[src/rtl/input_script_player.sv]
// input_script_player: replays a stored script of timed KEY/SW events, passes physical inputs through when idle.
// Ports: CLOCK_50/reset (sync, active-high); start/abort/loop control; KEY_in/SW_in physical inputs;
//        wr_* script write port (ignored while busy); KEY_out/SW_out registered outputs to the game core;
//        busy (LOAD/WAIT/APPLY), done (DONE), step_idx (current script entry).
module input_script_player #(
   parameter int N_KEYS  = 4,
   parameter int N_SW    = 10,
   parameter int DEPTH   = 16,
   parameter int DELAY_W = 16,
   localparam int AW     = $clog2(DEPTH)
) (
   input  logic               CLOCK_50,
   input  logic               reset,
   input  logic               start,
   input  logic               abort,
   input  logic               loop,
   input  logic [N_KEYS-1:0]  KEY_in,
   input  logic [N_SW-1:0]    SW_in,
   input  logic               wr_en,
   input  logic [AW-1:0]      wr_addr,
   input  logic [DELAY_W-1:0] wr_delay,
   input  logic [N_KEYS-1:0]  wr_key,
   input  logic [N_SW-1:0]    wr_sw,
   input  logic               wr_last,
   output logic [N_KEYS-1:0]  KEY_out,
   output logic [N_SW-1:0]    SW_out,
   output logic               busy,
   output logic               done,
   output logic [AW-1:0]      step_idx
);
   typedef enum logic [2:0] {IDLE, LOAD, WAIT, APPLY, DONE} state_t;
   state_t state, state_n;
   logic [AW-1:0]      idx, idx_n;
   logic [DELAY_W-1:0] cnt, cnt_n;
   logic [N_KEYS-1:0]  key_n;
   logic [N_SW-1:0]    sw_n;
   logic [DELAY_W-1:0] mem_delay [DEPTH];
   logic [N_KEYS-1:0]  mem_key [DEPTH];
   logic [N_SW-1:0]    mem_sw [DEPTH];
   logic               mem_last [DEPTH];
   logic               at_end;
   assign busy     = state == LOAD || state == WAIT || state == APPLY;
   assign done     = state == DONE;
   assign step_idx = idx;
   assign at_end   = mem_last[idx] || idx == AW'(DEPTH - 1);
   // script memory survives reset so a loaded demo can be replayed after a board reset
   always_ff @(posedge CLOCK_50) begin
      if (wr_en && !busy) begin
         mem_delay[wr_addr] <= wr_delay;
         mem_key[wr_addr]   <= wr_key;
         mem_sw[wr_addr]    <= wr_sw;
         mem_last[wr_addr]  <= wr_last;
      end
   end
   always_ff @(posedge CLOCK_50) begin
      if (reset) begin
         state   <= IDLE;
         idx     <= '0;
         cnt     <= '0;
         KEY_out <= '1;
         SW_out  <= '0;
      end else begin
         state   <= state_n;
         idx     <= idx_n;
         cnt     <= cnt_n;
         KEY_out <= key_n;
         SW_out  <= sw_n;
      end
   end
   always_comb begin
      state_n = state;
      idx_n   = idx;
      cnt_n   = cnt;
      key_n   = KEY_out;
      sw_n    = SW_out;
      case (state)
         IDLE: begin
            key_n = KEY_in;
            sw_n  = SW_in;
            if (start && !abort) begin
               idx_n   = '0;
               key_n   = '1;
               sw_n    = '0;
               state_n = LOAD;
            end
         end
         LOAD: begin
            cnt_n   = mem_delay[idx];
            state_n = WAIT;
         end
         WAIT: begin
            if (cnt == '0) state_n = APPLY;
            else cnt_n = cnt - DELAY_W'(1);
         end
         APPLY: begin
            key_n   = mem_key[idx];
            sw_n    = mem_sw[idx];
            idx_n   = at_end ? (loop ? '0 : idx) : idx + AW'(1);
            state_n = (at_end && !loop) ? DONE : LOAD;
         end
         DONE: begin
            if (start) begin
               idx_n   = '0;
               key_n   = '1;
               sw_n    = '0;
               state_n = LOAD;
            end
         end
         default: state_n = IDLE;
      endcase
      // abort freezes everything and drops to IDLE; passthrough starts on the next cycle
      if (abort && state != IDLE) begin
         state_n = IDLE;
         idx_n   = idx;
         cnt_n   = cnt;
         key_n   = KEY_out;
         sw_n    = SW_out;
      end
   end
endmodule

[config.mk]
export PLATFORM = sky130hd
export DESIGN_NAME = input_script_player
export DESIGN_NICKNAME = d
export VERILOG_FILES = /design/src/rtl/input_script_player.sv
export SDC_FILE = /design/constraint.sdc
export NUM_CORES = 1
export LEC_CHECK = 0
export BUFFER_PORTS_ARGS = -buffer_cell sky130_fd_sc_hd__buf_2
export CAP_MARGIN = 20
export CORE_UTILIZATION = 30
export CTS_CLUSTER_SIZE = 14
export DETAILED_ROUTE_END_ITERATION = 10
export PLACE_DENSITY = 0.46
export SETUP_SLACK_MARGIN = 0.05
export SLEW_MARGIN = 20
export SYNTH_ARGS = -nofsm -noshare
export SYNTH_HDL_FRONTEND = slang
export SYNTH_SLANG_ARGS = --single-unit
[constraint.sdc]
create_clock -name CLOCK_50 -period 9.8 [get_ports CLOCK_50]
set_input_delay 1.96 -clock CLOCK_50 [delete_from_list [all_inputs] [get_ports CLOCK_50]]
set_output_delay 1.96 -clock CLOCK_50 [all_outputs]
set_load 0.005 [all_outputs]
Word-level counts from Yosys, hierarchy flattened

Memory sizes are Yosys's and may differ from the RTL's. A register that Yosys moved wholly into a read port is not among the register bits.
Index checks and enable logic that the tools add are counted.

Word-level logic and storage cells: 70
Output and inout bits: 20
Memories kept: 4
Memory bits (writable): 496
Bits in registers: 37

Memory list:

| name      | depth | width | rd ports | clocked after Yosys merged registers in | wr ports | line | text |
|---|---|---|---|---|---|---|---|
| mem_delay | 16    | 16    | 1        | 1                                       | 1        | 37   | `logic [DELAY_W-1:0] mem_delay [DEPTH];` |
| mem_sw    | 16    | 10    | 1        | 1                                       | 1        | 39   | `logic [N_SW-1:0] mem_sw [DEPTH];` |
| mem_key   | 16    | 4     | 1        | 1                                       | 1        | 38   | `logic [N_KEYS-1:0] mem_key [DEPTH];` |
| mem_last  | 16    | 1     | 1        | 1                                       | 1        | 40   | `logic mem_last [DEPTH];` |

Eq/ne operators: 10
Reduce and logical (&&, ||, !) cells: 20
Mux-type cells: 28
Add/sub/neg operators: 2
Bitwise operators: 1

Operators with widths:

| kind                                                                  | count |
|---|---|
| 4-bit two-way mux                                                     | 14 |
| 16-bit one-hot mux with 2 select lines                                | 1 |
| 10-bit one-hot mux with 3 select lines                                | 1 |
| 4-bit one-hot mux with 3 select lines                                 | 2 |
| 10-bit two-way mux                                                    | 2 |
| 16-bit zero test                                                      | 1 |
| 16-bit two-way mux                                                    | 1 |
| 16-bit by 1-bit subtractor with 16-bit output (second input constant) | 1 |
| 3-bit one-hot mux with 5 select lines                                 | 1 |
| 3-bit two-way mux                                                     | 4 |
| 3-bit AND reduction                                                   | 3 |
| 3-bit by 2-bit == test with 1-bit output (second input constant)      | 2 |
| 2-bit inequality test (second input constant)                         | 3 |
| 3-bit nonzero test                                                    | 2 |
| 5-bit AND reduction                                                   | 1 |
| 4-bit by 1-bit adder with 4-bit output (second input constant)        | 1 |
| 4-bit == test (second input constant)                                 | 1 |
| 1-bit logical AND                                                     | 4 |
| 3-bit by 1-bit == test with 1-bit output (second input constant)      | 1 |
| 3-bit == test (second input constant)                                 | 1 |
| 1-bit zero test                                                       | 3 |
| 3-bit zero test                                                       | 1 |
| 1-bit logical OR                                                      | 3 |
| 3-bit inequality test (second input constant)                         | 1 |
| other kinds (5)                                                       | 6 |

Depth between registers and ports, before layout

Depth after elaboration: 7
Mapped depth: 10
Gate-level depth less buffers: 7

Worst setup path before layout

OpenSTA, ideal clock, no wires.

Kind: input -> register
Start: input wr_en
End: memory mem_delay[0][0] (enable)
Required time: 9,342 ps
Stages: 3
Slack: 4,755 ps
Arrival time: 4,587 ps
Setup time: 458 ps
Cells stage by stage: o21ai_0 -> or3_1 -> nor3_1

Cells in the longest elaborated chain, start to end: 3

Ends and longest elaborated chain:

| what                                    | line | text |
|---|---|---|
| from (decl)                             | 19   | `input logic wr_en,` |
| 1-bit logical AND                       | 48   | `if (wr_en && !busy) begin` |
| 1-bit two-way mux                       | 48   |  |
| 1-bit two-way mux (implied by the code) | 49   | `mem_delay[wr_addr] <= wr_delay;` |
| to (decl)                               | 37   |  |

Every way passes these cells.

Worst setup path in the final report

Start: register state[0]
End: output done

Cells in the longest elaborated chain, start to end: 1

Ends and longest elaborated chain:

| what                   | line | text |
|---|---|---|
| from (decl)            | 32   | `state_t state, state_n;` |
| from (signal assigned) | 63   | `state <= state_n;` |
| 3-bit == test          | 43   | `assign done = state == DONE;` |
| to (decl)              | 28   | `output logic done,` |

Every way passes these cells.

==> reports/results.md <==
| Result | This run |
|---|---|
| Post-synthesis to final-layout area growth | 16.2% |
| I/O pin total | 75 |
| Worst Setup Start Kind | flip-flop |
| FILL cells | 6532 |
| Transition time at the pin with the least slew margin | 1.11 ns |
| Max Fclk | 0.259 GHz |
| Initial antenna violation count | 1 |
| Final cycle utilization of the critical path | 39.4% |
| Syn Inst Count | 1095 |
| Setup repair after global routing missed its margin | false |
| All-layer global routing usage | 14.9% |
| Avg WL per Cell | 24.2 um |
| CTS sink count | 537 |
| Final Hold Fails | 0 |
| Result of the run | complete, no violations |
| Netlist area before placement | 21100 um2 |
| Layout Nets | 1252 |
| Most common flop cell mapped by yosys | sky130_fd_sc_hd__edfxtp_1 |
| IO buf count | 74 |
| HPWL after detailed placement | 27.8 mm |
| Vias post-DR | 10800 |
| Standard cell core area | 69200 um2 |
| Vertical die dimension | 267 um |
| Total cell area at the placement stage | 22700 um2 |
| Maximum number of pins on one net before global-route repair | 96 |
| Hold path depth | 2 |
| Detailed-route vias per instance | 4.95 |
| Average size of a mapped cell | 19.3 um2 |
| Ranking of synthesized cells by instance count | sky130_fd_sc_hd__edfxtp_1, sky130_fd_sc_hd__mux4_2, sky130_fd_sc_hd__nor2_1 |
| Finished Cell Area | 24600 um2 |
| Portion of the post-synthesis area used by sequential elements | 74.3% |
| Share of Yosys cell area claimed by the top area cell type | 70.4% |
| H-tree lvl count | 2 |
| Worst-path maximum fanout | 13 |
| Most instantiated library cell after synthesis | sky130_fd_sc_hd__edfxtp_1 |
| Worst Reg2Reg Path Length in Cells | 7 |
| Cell type contributing the most total cell area after synthesis | sky130_fd_sc_hd__edfxtp_1 |
| Net Sw Power | 0.998 mW |
| Antenna Violating Nets Remaining | 0 |
| FF+latch count, synth | 537 |
| Number of buffers created by CTS | 59 |
| Net Count, Synth | 1153 |
| Global-route wire length before repair | 76.9 mm |
| Worst-path clk slew | 0.06 ns |
| YS warnings | 0 |
| Standby leakage power | 7.49 nW |
| Ratio of cells with drive above 1 in the final layout | 28.3% |
| CTS tree | built |
| End of the worst hold path | cnt[6] |
| 1st-iter DRT viols | 823 |
| Worst max-slew margin expressed relative to the limit | 25.6% |
| Worst reg-to-reg setup slack | 6.20 ns |
| Worst hold path startpoint | cnt[6] |
| Max rail drop VDD | 126 uV |
| Number of enable-type register cells in the synthesized netlist | 496 |
| Yosys cell types | 56 |
| Ant. Diodes | 0 |
| Clock Skews | 0.0143 ns |
| Clock latency at the later pin of the worst-skew pair | 0.61 ns |
| Sw Ratio | 20.7% |
| Number of remaining DRC errors | 0 |
| Setup-violating endpoint count in the final report | 0 |
| Final hold slack | 0.477 ns |
| Effective utilization at floorplan | 30.6% |
| Critical Path, Cell by Cell | nor2_1, nand2_1, inv_1, buf_2 |
| Minimum clock period | 3.86 ns |
| GRT overflow | 0 |
| Logic gate share of total power | 2.9% |
| Max Root-Sink Buffers | 3 |
| Data arrival time of the critical path | 1.90 ns |
| Setup_tns | 0 ns |
| Clock power frac | 44.3% |
| Clock tree root buffer cell | sky130_fd_sc_hd__clkbuf_16 |
| Slowest library cell on the worst path | sky130_fd_sc_hd__dfxtp_1 |
| Element type at the critical path end | output pin |
| Die X-Extent | 267 um |
| Async set or reset register ratio after synthesis | 0% |
| Critical path class | reg -> out |
| Post-detailed-routing wire length | 52.5 mm |
| Launch point of the worst path | state[0] |
| Number of optimization iterations in the first detailed-route pass | 5 |
| Quantity of hold-fixing buffers added after cts | 0 |
| Internal portion of total power | 3.82 mW |
| Count of buffer and inverter cells on the critical path | 2 |
| CP peak stage delay | 0.44 ns |
| Full die area | 71600 um2 |
| Post-CTS Setup Bufs | 0 |
| CTS resizes | 0 |
| Share of total power in sequential cells | 52.9% |
| Data required time at the worst endpoint | 7.84 ns |
| Maxcap violations | 0 |
| Total power per unit cell area | 196 nW/um2 |
| Worst hold-check path type | reg -> reg |
| Slew Viols, Final | 0 |
| Cell row count | 96 |
| Routability Congestion | 0.757 |
| Top cells by area, synth | sky130_fd_sc_hd__edfxtp_1, sky130_fd_sc_hd__mux4_2, sky130_fd_sc_hd__dfxtp_1 |
| CP delay by family, top | simple AND/OR/NAND/NOR gates |
| Vias in the first global route | 11200 |
==> logic make-up after synthesis <==
group	synth area share [%]
AND/OR/NAND/NOR	3.99
adder cells (fa/ha/maj)	0.178
AO/OA/AOI/OAI	4.52
multiplexers	15.5
XOR/XNOR	0.0414
buffers and inverters	1.48
flip-flops	74.3
==> final cells by class <==
type | instances | area (um2) | share of cell area, %
inverters | 9 | 33.8 | 0.137
clock inverters | 37 | 313 | 1.27
flip-flops and latches | 537 | 15700 | 64.0
repair buffers | 97 | 556 | 2.26
clock buffers | 71 | 1540 | 6.28
multi-input cells | 490 | 5240 | 21.3
well taps | 931 | 1160 | 4.74
==> flip-flops by register name, summed over array words and instances, names as in the netlist, named ones only <==
register,flops
state,3
SW_out,10
mem_sw,160
mem_delay,256
KEY_out,4
mem_key,64
mem_last,16
step_idx,4
cnt,16
==> layout by cell type (no fill, tap or decap), types with 19 or more instances in the layout <==
cell type / instances
sky130_fd_sc_hd__buf_2: 74
sky130_fd_sc_hd__nand2_1: 27
sky130_fd_sc_hd__nor3_1: 19
sky130_fd_sc_hd__mux2i_1: 40
sky130_fd_sc_hd__buf_4: 22
sky130_fd_sc_hd__mux2_2: 35
sky130_fd_sc_hd__nor2_1: 34
sky130_fd_sc_hd__edfxtp_1: 496
sky130_fd_sc_hd__a21oi_1: 35
sky130_fd_sc_hd__mux4_2: 110
sky130_fd_sc_hd__dfxtp_1: 37
sky130_fd_sc_hd__clkbuf_16: 60
==> power groups by stage <==
stage / sequential, mW / combinational, mW / clock [mW]
2_1_floorplan: 2.59 / 0.0613 / 0
6_report: 2.54 / 0.139 / 2.13
3_3_place_gp: 2.59 / 0.137 / 0
5_1_grt: 2.55 / 0.153 / 2.27
4_1_cts: 2.54 / 0.141 / 2.19
3_5_place_dp: 2.59 / 0.140 / 0
==> worst min-delay path, stage by stage, from the launching register on <==
cell	delay, ns
sky130_fd_sc_hd__dfxtp_1	0.31
sky130_fd_sc_hd__nand3_1	0.06
sky130_fd_sc_hd__o21ai_0	0.07
==> layer usage <==
layer	part of all wire, %	vias up	track usage [%]
li1	-	4747	-
met1	49	5726	21.8
met2	46	214	23.0
met3	3.4	69	2.08
met4	2.1	2	4.29
met5	0.017	-	0
==> per-stage QoR <==
stage	total power, mW	setup slack [ns]	cells	utilization [%]
finish	4.82	5.94	2172	35.5
global route	4.97	5.72	2172	35.5
CTS	4.87	5.90	2172	35.5
detailed placement	2.73	5.87	2064	32.8
global placement	2.73	5.93	2064	32.8
floorplan	2.65	4.75	1095	-
==> worst max path at each step <==
stage / end / slack (ns) / cells past startpoint
finish: done / 5.94 / 4
detailed placement: SW_out[2] / 5.87 / 7
CTS: done / 5.90 / 4
global placement: SW_out[8] / 5.93 / 7
global route: flip-flop / 5.72 / 7
floorplan: mem_delay[0][0] / 4.75 / 3
(Power assumes the default switching activity.)
